==> src/rtl/volcano_word_rx.sv <==
// Byte-stream word receiver: splits space-delimited ASCII words, matches them
// against a fixed 7-entry volcano dictionary and tracks the expected word order.
module volcano_word_rx #(
    parameter int         MAX_LEN = 12,
    parameter logic [7:0] DELIM   = 8'h20
) (
    input  logic       clk,
    input  logic       rst_n,
    input  logic [7:0] rx_data,
    input  logic       rx_valid,
    output logic       word_valid,
    output logic [2:0] word_id,
    output logic [4:0] word_len,
    output logic       word_ovf,
    output logic       seq_err,
    output logic [7:0] match_count
);

    typedef enum logic [1:0] {IDLE, WORD, OVF} state_t;

    // Dictionary text is right-justified in 80 bits; first character is the most significant byte.
    function automatic logic [79:0] dictStr(input int k);
        case (k)
            0:       dictStr = {8'h00, "Tajumulco"};
            1:       dictStr = {32'h0, "Tacana"};
            2:       dictStr = "Acatenango";
            3:       dictStr = {40'h0, "Fuego"};
            4:       dictStr = {40'h0, "Santa"};
            5:       dictStr = {40'h0, "Maria"};
            default: dictStr = {48'h0, "Agua"};
        endcase
    endfunction

    function automatic logic [4:0] dictLen(input int k);
        case (k)
            0:       dictLen = 5'd9;
            1:       dictLen = 5'd6;
            2:       dictLen = 5'd10;
            3:       dictLen = 5'd5;
            4:       dictLen = 5'd5;
            5:       dictLen = 5'd5;
            default: dictLen = 5'd4;
        endcase
    endfunction

    function automatic logic [7:0] dictChar(input int k, input logic [4:0] pos);
        logic [79:0] s;
        int          l;
        s = dictStr(k);
        l = int'(dictLen(k));
        dictChar = 8'h00;
        if (int'(pos) < l) dictChar = s[(l - 1 - int'(pos)) * 8 +: 8];
    endfunction

    state_t      state_q, state_d;
    logic [4:0]  len_q, len_d;
    logic [6:0]  mask_q, mask_d;
    logic [2:0]  expId_q, expId_d;
    logic        wordValid_q, wordValid_d;
    logic [2:0]  wordId_q, wordId_d;
    logic [4:0]  wordLen_q, wordLen_d;
    logic        wordOvf_q, wordOvf_d;
    logic        seqErr_q, seqErr_d;
    logic [7:0]  matchCnt_q, matchCnt_d;

    logic        isChar, isTerm, doReport, reportOvf;
    logic [2:0]  hitId, nextExp;

    always_comb begin
        state_d     = state_q;
        len_d       = len_q;
        mask_d      = mask_q;
        expId_d     = expId_q;
        wordValid_d = 1'b0;
        wordId_d    = wordId_q;
        wordLen_d   = wordLen_q;
        wordOvf_d   = wordOvf_q;
        seqErr_d    = seqErr_q;
        matchCnt_d  = matchCnt_q;
        doReport    = 1'b0;
        reportOvf   = 1'b0;
        hitId       = 3'd0;

        isChar = rx_valid && (rx_data != 8'h00) && (rx_data != DELIM);
        isTerm = rx_valid && (rx_data == DELIM);

        for (int k = 0; k < 7; k++) begin
            if (mask_q[k] && (len_q == dictLen(k))) hitId = 3'(k + 1);
        end
        nextExp = (hitId == 3'd7) ? 3'd1 : 3'(hitId + 3'd1);

        case (state_q)
            IDLE: begin
                if (isChar) begin
                    state_d = WORD;
                    len_d   = 5'd1;
                    for (int k = 0; k < 7; k++) mask_d[k] = (dictChar(k, 5'd0) == rx_data);
                end
            end
            WORD: begin
                if (isChar) begin
                    len_d = 5'(len_q + 5'd1);
                    if (int'(len_q) < MAX_LEN) begin
                        for (int k = 0; k < 7; k++) begin
                            if ((len_q >= dictLen(k)) || (dictChar(k, len_q) != rx_data))
                                mask_d[k] = 1'b0;
                        end
                    end else begin
                        state_d = OVF;
                        mask_d  = 7'h00;
                    end
                end else if (isTerm) begin
                    doReport = 1'b1;
                end
            end
            OVF: begin
                if (isChar) begin
                    if (len_q != 5'd31) len_d = 5'(len_q + 5'd1);
                    mask_d = 7'h00;
                end else if (isTerm) begin
                    doReport  = 1'b1;
                    reportOvf = 1'b1;
                end
            end
            default: state_d = IDLE;
        endcase

        // The word buffer is recycled on the reporting edge so back-to-back words lose no bytes.
        if (doReport) begin
            wordValid_d = 1'b1;
            wordId_d    = reportOvf ? 3'd0 : hitId;
            wordLen_d   = len_q;
            wordOvf_d   = reportOvf;
            state_d     = IDLE;
            len_d       = 5'd0;
            mask_d      = 7'h7F;
            if (!reportOvf && (hitId != 3'd0)) begin
                matchCnt_d = 8'(matchCnt_q + 8'd1);
                if (hitId != expId_q) seqErr_d = 1'b1;
                expId_d = nextExp;
            end
        end
    end

    always_ff @(posedge clk) begin
        if (!rst_n) begin
            state_q     <= IDLE;
            len_q       <= 5'd0;
            mask_q      <= 7'h7F;
            expId_q     <= 3'd1;
            wordValid_q <= 1'b0;
            wordId_q    <= 3'd0;
            wordLen_q   <= 5'd0;
            wordOvf_q   <= 1'b0;
            seqErr_q    <= 1'b0;
            matchCnt_q  <= 8'd0;
        end else begin
            state_q     <= state_d;
            len_q       <= len_d;
            mask_q      <= mask_d;
            expId_q     <= expId_d;
            wordValid_q <= wordValid_d;
            wordId_q    <= wordId_d;
            wordLen_q   <= wordLen_d;
            wordOvf_q   <= wordOvf_d;
            seqErr_q    <= seqErr_d;
            matchCnt_q  <= matchCnt_d;
        end
    end

    assign word_valid  = wordValid_q;
    assign word_id     = wordId_q;
    assign word_len    = wordLen_q;
    assign word_ovf    = wordOvf_q;
    assign seq_err     = seqErr_q;
    assign match_count = matchCnt_q;

endmodule

==> config.mk <==
export PLATFORM = sky130hd
export DESIGN_NAME = volcano_word_rx
export DESIGN_NICKNAME = d
export VERILOG_FILES = /design/src/rtl/volcano_word_rx.sv
export SDC_FILE = /design/constraint.sdc
export NUM_CORES = 1
export LEC_CHECK = 0
export ABC_AREA = 1
export CORE_UTILIZATION = 38
export DETAILED_ROUTE_END_ITERATION = 6
export PLACE_DENSITY_LB_ADDON = 0.1
export REMOVE_ABC_BUFFERS = 1
export SLEW_MARGIN = 40
export SYNTH_ARGS = -nofsm -noshare
export SYNTH_HDL_FRONTEND = slang
export SYNTH_SLANG_ARGS = --single-unit
==> constraint.sdc <==
create_clock -name clk -period 3.1 [get_ports clk]
set_clock_uncertainty 0.15 [all_clocks]
set_input_delay 0.775 -clock clk [delete_from_list [all_inputs] [get_ports clk]]
set_output_delay 0.775 -clock clk [all_outputs]
set_load 0.01 [all_outputs]
## After elaboration in Yosys (flattened, before gate mapping)

Index checks and enable logic that the tools add are counted.
Widths: inputs -> output; s select.

| cells by class | value |
|---|---|
| equal/unequal tests | 38 |
| $add $sub $neg | 18 |
| order comparisons | 16 |
| shifts and indexed selects | 14 |
| mux-type cells | 144 |
| reductions and logical operators | 36 |
| bitwise logic cells | 2 |

Operators with widths:

| kind | count |
|---|---|
| $mux 80 | 35 |
| $shiftx 80x10->8 | 7 |
| $shiftx 80x9->8 | 7 |
| $mux 8 | 49 |
| $mux 5 | 29 |
| $sub 5x1->6 const B | 10 |
| $eq 8x8->1 | 7 |
| $ne 8x8->1 | 7 |
| $reduce_and 5->1 | 8 |
| $sub 6x6->7 | 5 |
| $mux 7 | 4 |
| $ge 5x5->1 | 5 |
| $lt 1x5->1 const A | 5 |
| $lt 5x5->1 | 5 |
| $mux 3 | 8 |
| $ne 3x3->1 const B | 7 |
| $pmux 7 s3 | 1 |
| $eq 5x3->1 const B | 3 |
| $pmux 5 s3 | 1 |
| $mux 1 | 13 |
| $logic_and 1x1->1 | 11 |
| $eq 5x4->1 const B | 2 |
| $ne 2x2->1 const B | 5 |
| $add 8x1->8 const B | 1 |
| 22 further kinds | 33 |

| word-level totals | value |
|---|---|
| input bits | 11 |
| output and inout bits | 19 |
| register bits | 36 |

## Depth between registers and ports, before layout

| logic depth | value |
|---|---|
| depth in word-level cells | 18 |
| mapped depth | 19 |
| depth with buffers taken out | 18 |

## Least setup slack after synthesis

OpenSTA, ideal clock, no wires.

| path | value |
|---|---|
| path type | flip-flop to flip-flop |
| start point | register len_q[0] |
| end point | register matchCnt_q[4] (netlist: match_count[4]) |
| library setup time | 0.115 ns |
| cell stages (with the launch flop) | 18 |
| clock period less this slack | 2.428 ns |
| path slack | 0.672 ns |
| data arrival time | 2.163 ns |
| path through | dfxtp_1 -> inv_1 -> buf_2 -> ha_1 -> nand2_1 -> inv_1 -> nand3_2 -> nand2_1 -> inv_1 -> nand2_1 -> inv_1 -> ha_1 -> nand2_2 -> nand2_2 -> nor3_2 -> nand3_1 -> nand2_1 -> nor2_1 |

| on the way | value |
|---|---|
| word-level cells in the longest chain between the ends | 12 |
| elaborated cells on any way between the ends | 22 |

RTL lines:

| element | RTL line | RTL |
|---|---|---|
| start: declaration | 56 | `logic [4:0] len_q, len_d;` |
| start signal: assignment | 159 | `len_q <= len_d;` |
| $eq 5x4->1 | 88 | `if (mask_q[k] && (len_q == dictLen(k))) hitId = 3'(k + 1);` |
| $logic_and 1x1->1 | 88 |  |
| $mux 1 | 88 |  |
| $mux 3 (5 in a row) | 88 |  |
| $mux 3 (*) | 88 |  |
| $reduce_bool 3->1 (*) | 137 | `if (!reportOvf && (hitId != 3'd0)) begin` |
| $logic_and 1x1->1 (*) | 137 |  |
| $reduce_and 2->1 (no source line) (*) | -- |  |
| end signal: assignment | 167 | `matchCnt_q <= matchCnt_d;` |
| end: declaration | 64 | `logic [7:0] matchCnt_q, matchCnt_d;` |

Every way passes the cells marked *; elsewhere a longest branch is shown, timed or not.
A chain may end at the register's enable or synchronous reset.

## Worst setup path in the final report

| path | value |
|---|---|
| start point | input rx_data[7] |
| end point | register wordId_q[0] (netlist: word_id[0]) |

| on the way | value |
|---|---|
| word-level cells in the longest chain between the ends | 6 |
| elaborated cells on any way between the ends | 11 |

RTL lines:

| element | RTL line | RTL |
|---|---|---|
| start: declaration | 9 | `input logic [7:0] rx_data,` |
| $eq 8x6->1 or $reduce_bool 8->1 (tied branches) | 85, 84 |  |
| $logic_and 1x1->1 (on tied branches) | 85, 84 |  |
| $mux 1 or $logic_and 1x1->1 (tied branches) | 112, 120, 84 |  |
| $mux 1 (*) | 101 | `if (isChar) begin` |
| $mux 1 | 92 | `case (state_q)` |
| $mux 3 | 131 | `wordId_d = reportOvf ? 3'd0 : hitId;` |
| end signal: assignment | 163 | `wordId_q <= wordId_d;` |
| end: declaration | 60 | `logic [2:0] wordId_q, wordId_d;` |

Marks and branches as above.

==> flow_summary.json <==
{
  "status": "finished, final reports clean",
  "synth_cell_types": 37,
  "die_h_um": 99.3,
  "cts_hold_buf": 0,
  "coreArea_um2": 9200,
  "avgSynthCellArea_um2": 5.89,
  "drv_cap": 0,
  "ys.flop_type": "dfxtp_1",
  "max-slew-margin-rel": 0.523,
  "met1_usage": 0.333,
  "wl_um": 11600,
  "diodes": 0,
  "place_congestion": 0.977,
  "drive_gt1_frac": 0.112,
  "final_common_cell": "nand2_1",
  "busiest_layer": "met2",
  "synth_edf_count": 0,
  "cts_resized": 0,
  "synth_top_family_by_area": "simple AND/OR/NAND/NOR gates",
  "dieArea_um2": 9870,
  "cp_max_fo": 11,
  "ff2ff_setup_slack_ps": 420,
  "hpwl_um": 9040,
  "drt_iter0_drc": 250,
  "critical_path_class": "primary input to register",
  "rows": 35,
  "finalSetupTns_ps": 0,
  "rsz0062_at_grt": "no",
  "syn_area_um2": 3600,
  "fill_cells": 983,
  "die_x_um": 99.3,
  "hp-class": "register to register",
  "setup_viol_count_final": 0,
  "dr.pass1.iters": 5,
  "use_met3": 0.0499,
  "worst_ep_arrival_time_ps": 2780,
  "crit_path_end_kind": "register",
  "ios": 30,
  "drv_slew": 0,
  "path_buf_inv": 3,
  "vias": 4063,
  "ys_warn_count": 0,
  "fin_crit_ps": 2760,
  "yosys.area_share.adder": 0.0764,
  "worst_slew_pin_slew_ps": 713,
  "finalCritPeriodShare": 0.891,
  "critPathRequiredTime_ps": 3120,
  "async_flop_share": 0,
  "wire_per_inst_um": 15.0,
  "insertion_delay_ps": 280,
  "ir_drop_mv": 0.209,
  "root_buffer": "clkbuf_8",
  "critPathMaxStageDelay_ps": 510,
  "grt_pass1_wl_um": 18800,
  "p_leak_uw": 0.00209,
  "timing.fmax_mhz": 362,
  "final_nets": 695,
  "synth_simple_gate_area_share": 0.528,
  "cts-htree-levels": 2,
  "start_util": 0.392,
  "cpMostUsedCell": "nand2_1",
  "synth-compound-area-share": 0.0876,
  "via_per_inst": 5.26,
  "power.density_nw_per_um2": 566,
  "postCtsSetupBuffers": 0,
  "antenna_found_initial": 0,
  "drcViolationCount": 0,
  "synth_xor_area_frac": 0.0195,
  "clock_path_buffers": 2,
  "cp-start-kind": "primary input",
  "cts_tree": "done",
  "crit_family": "simple AND/OR/NAND/NOR gates",
  "layout_common_cells": "201 x nand2_1, 82 x nand3_1, 70 x nor2_1, 50 x inv_1, 36 x dfxtp_1",
  "path_cells": "clkdlybuf4s50_1, inv_1, nand2_1, nor4_1, nand2_1, nor2_1, nor2_1, buf_4, nand2_1, o21ai_0",
  "ant_nets": 0,
  "seq_area_frac_synth": 0.200,
  "ys_ff_latch": 36,
  "io_buffer_count": 29,
  "clkTransAtPathRegs_ps": 70,
  "report.final.hold_viol_count": 0,
  "cts.sinks": 36,
  "cts_buffers": 5,
  "use_met2": 0.378,
  "grt_max_degree": 15,
  "grt_pass1_vias": 3697,
  "hold_ws_ps": 313,
  "area_growth_pct": 17.4,
  "grt_overflow_total": 0,
  "synth_cells": 611,
  "synth.area.mux_share": 0,
  "grt_usage": 0.241,
  "crit_slowest_cell": "nor4_1"
}
==> flip-flops by register name, summed over array words and instances, names as in the netlist <==
signal,count
state_q,2
word_ovf,1
expId_q,3
mask_q,7
word_id,3
word_len,5
word_valid,1
seq_err,1
match_count,8
len_q,5
==> layout make-up <==
cell class                 instances  area [um^2]  area share
multi-input combinational        502         2560       0.606
sequential                        36          721       0.170
timing repair buffer              57          500       0.118
inverter                          60          229      0.0541
tap                              111          139      0.0328
clock buffer                       6         72.6      0.0172
clock inverter                     1         5.00     0.00118
==> cell usage after synthesis, types with 5 or more instances <==
master	instances	area [um^2]
o21ai_1	5	25.0
nand3_2	6	60.1
o21ai_0	26	130
nand4_1	18	113
nor3_1	6	30.0
nand3_1	82	410
nor2_2	6	37.5
inv_1	50	188
a21oi_1	21	105
inv_2	5	18.8
nor2_1	70	263
dfxtp_1	36	721
xor2_1	6	52.6
buf_2	5	25.0
ha_1	22	275
nand2_2	8	50.1
nand2_1	201	754
==> cells by family (layout without fill, tap and decap cells) <==
| kind of cell | count (synthesis) | in the layout |
|---|---|---|
| fa+ha+maj | 22 | 22 |
| simple gates | 413 | 413 |
| buf+inv | 73 | 124 |
| xor+xnor | 8 | 8 |
| compound gates | 59 | 59 |
| flops | 36 | 36 |
==> path summary, 6_finish.rpt <==
path                      startpoint                     endpoint  depth (start not counted)
min          word_id[2]$_SDFFE_PN0P_      word_id[2]$_SDFFE_PN0P_                          2
min reg2reg  word_id[2]$_SDFFE_PN0P_      word_id[2]$_SDFFE_PN0P_                          2
max reg2reg    len_q[1]$_SDFFE_PP0P_  match_count[4]$_SDFFE_PN0P_                         16
max                       rx_data[7]      word_id[0]$_SDFFE_PN0P_                         10
==> worst register-to-register path: stages, from the launching register on <==
cell and delay, ps:
dfxtp_1 310, inv_1 280, ha_1 330, nand2_1 160, inv_1 130, nand3_2 90
nand2_1 110, inv_1 40, nand2_1 80, inv_1 60, ha_1 200, nand2_2 110
nand2_2 130, nor3_2 200, nand3_1 100, nand2_1 70, nor2_1 30
==> report_power, final <==
part / internal (uW) / switching, uW
combinational: 505 / 1040
sequential: 508 / 29.1
clock: 153 / 160
total: 1170 / 1230
==> per-layer routing <==
| layer | vias up | share of wire |
|---|---|---|
| met5 | - | 0 |
| met4 | 0 | 0.017 |
| met3 | 19 | 0.064 |
| met2 | 127 | 0.44 |
| met1 | 1822 | 0.48 |
| li1 | 2095 | - |
==> stage by stage <==
stage               instances   util  worst slack [ps]  total power, uW  area, um^2
CTS                       773  0.460               353             2380        4230
finish                    773  0.460               339             2390        4230
floorplan                 598      -               563             1660        3510
global route              773  0.460              67.5             2630        4230
global placement          766  0.451               139             2040        4150
detailed placement        766  0.451              69.5             2050        4150
No activity file was read; power rests on OpenSTA's default activity.
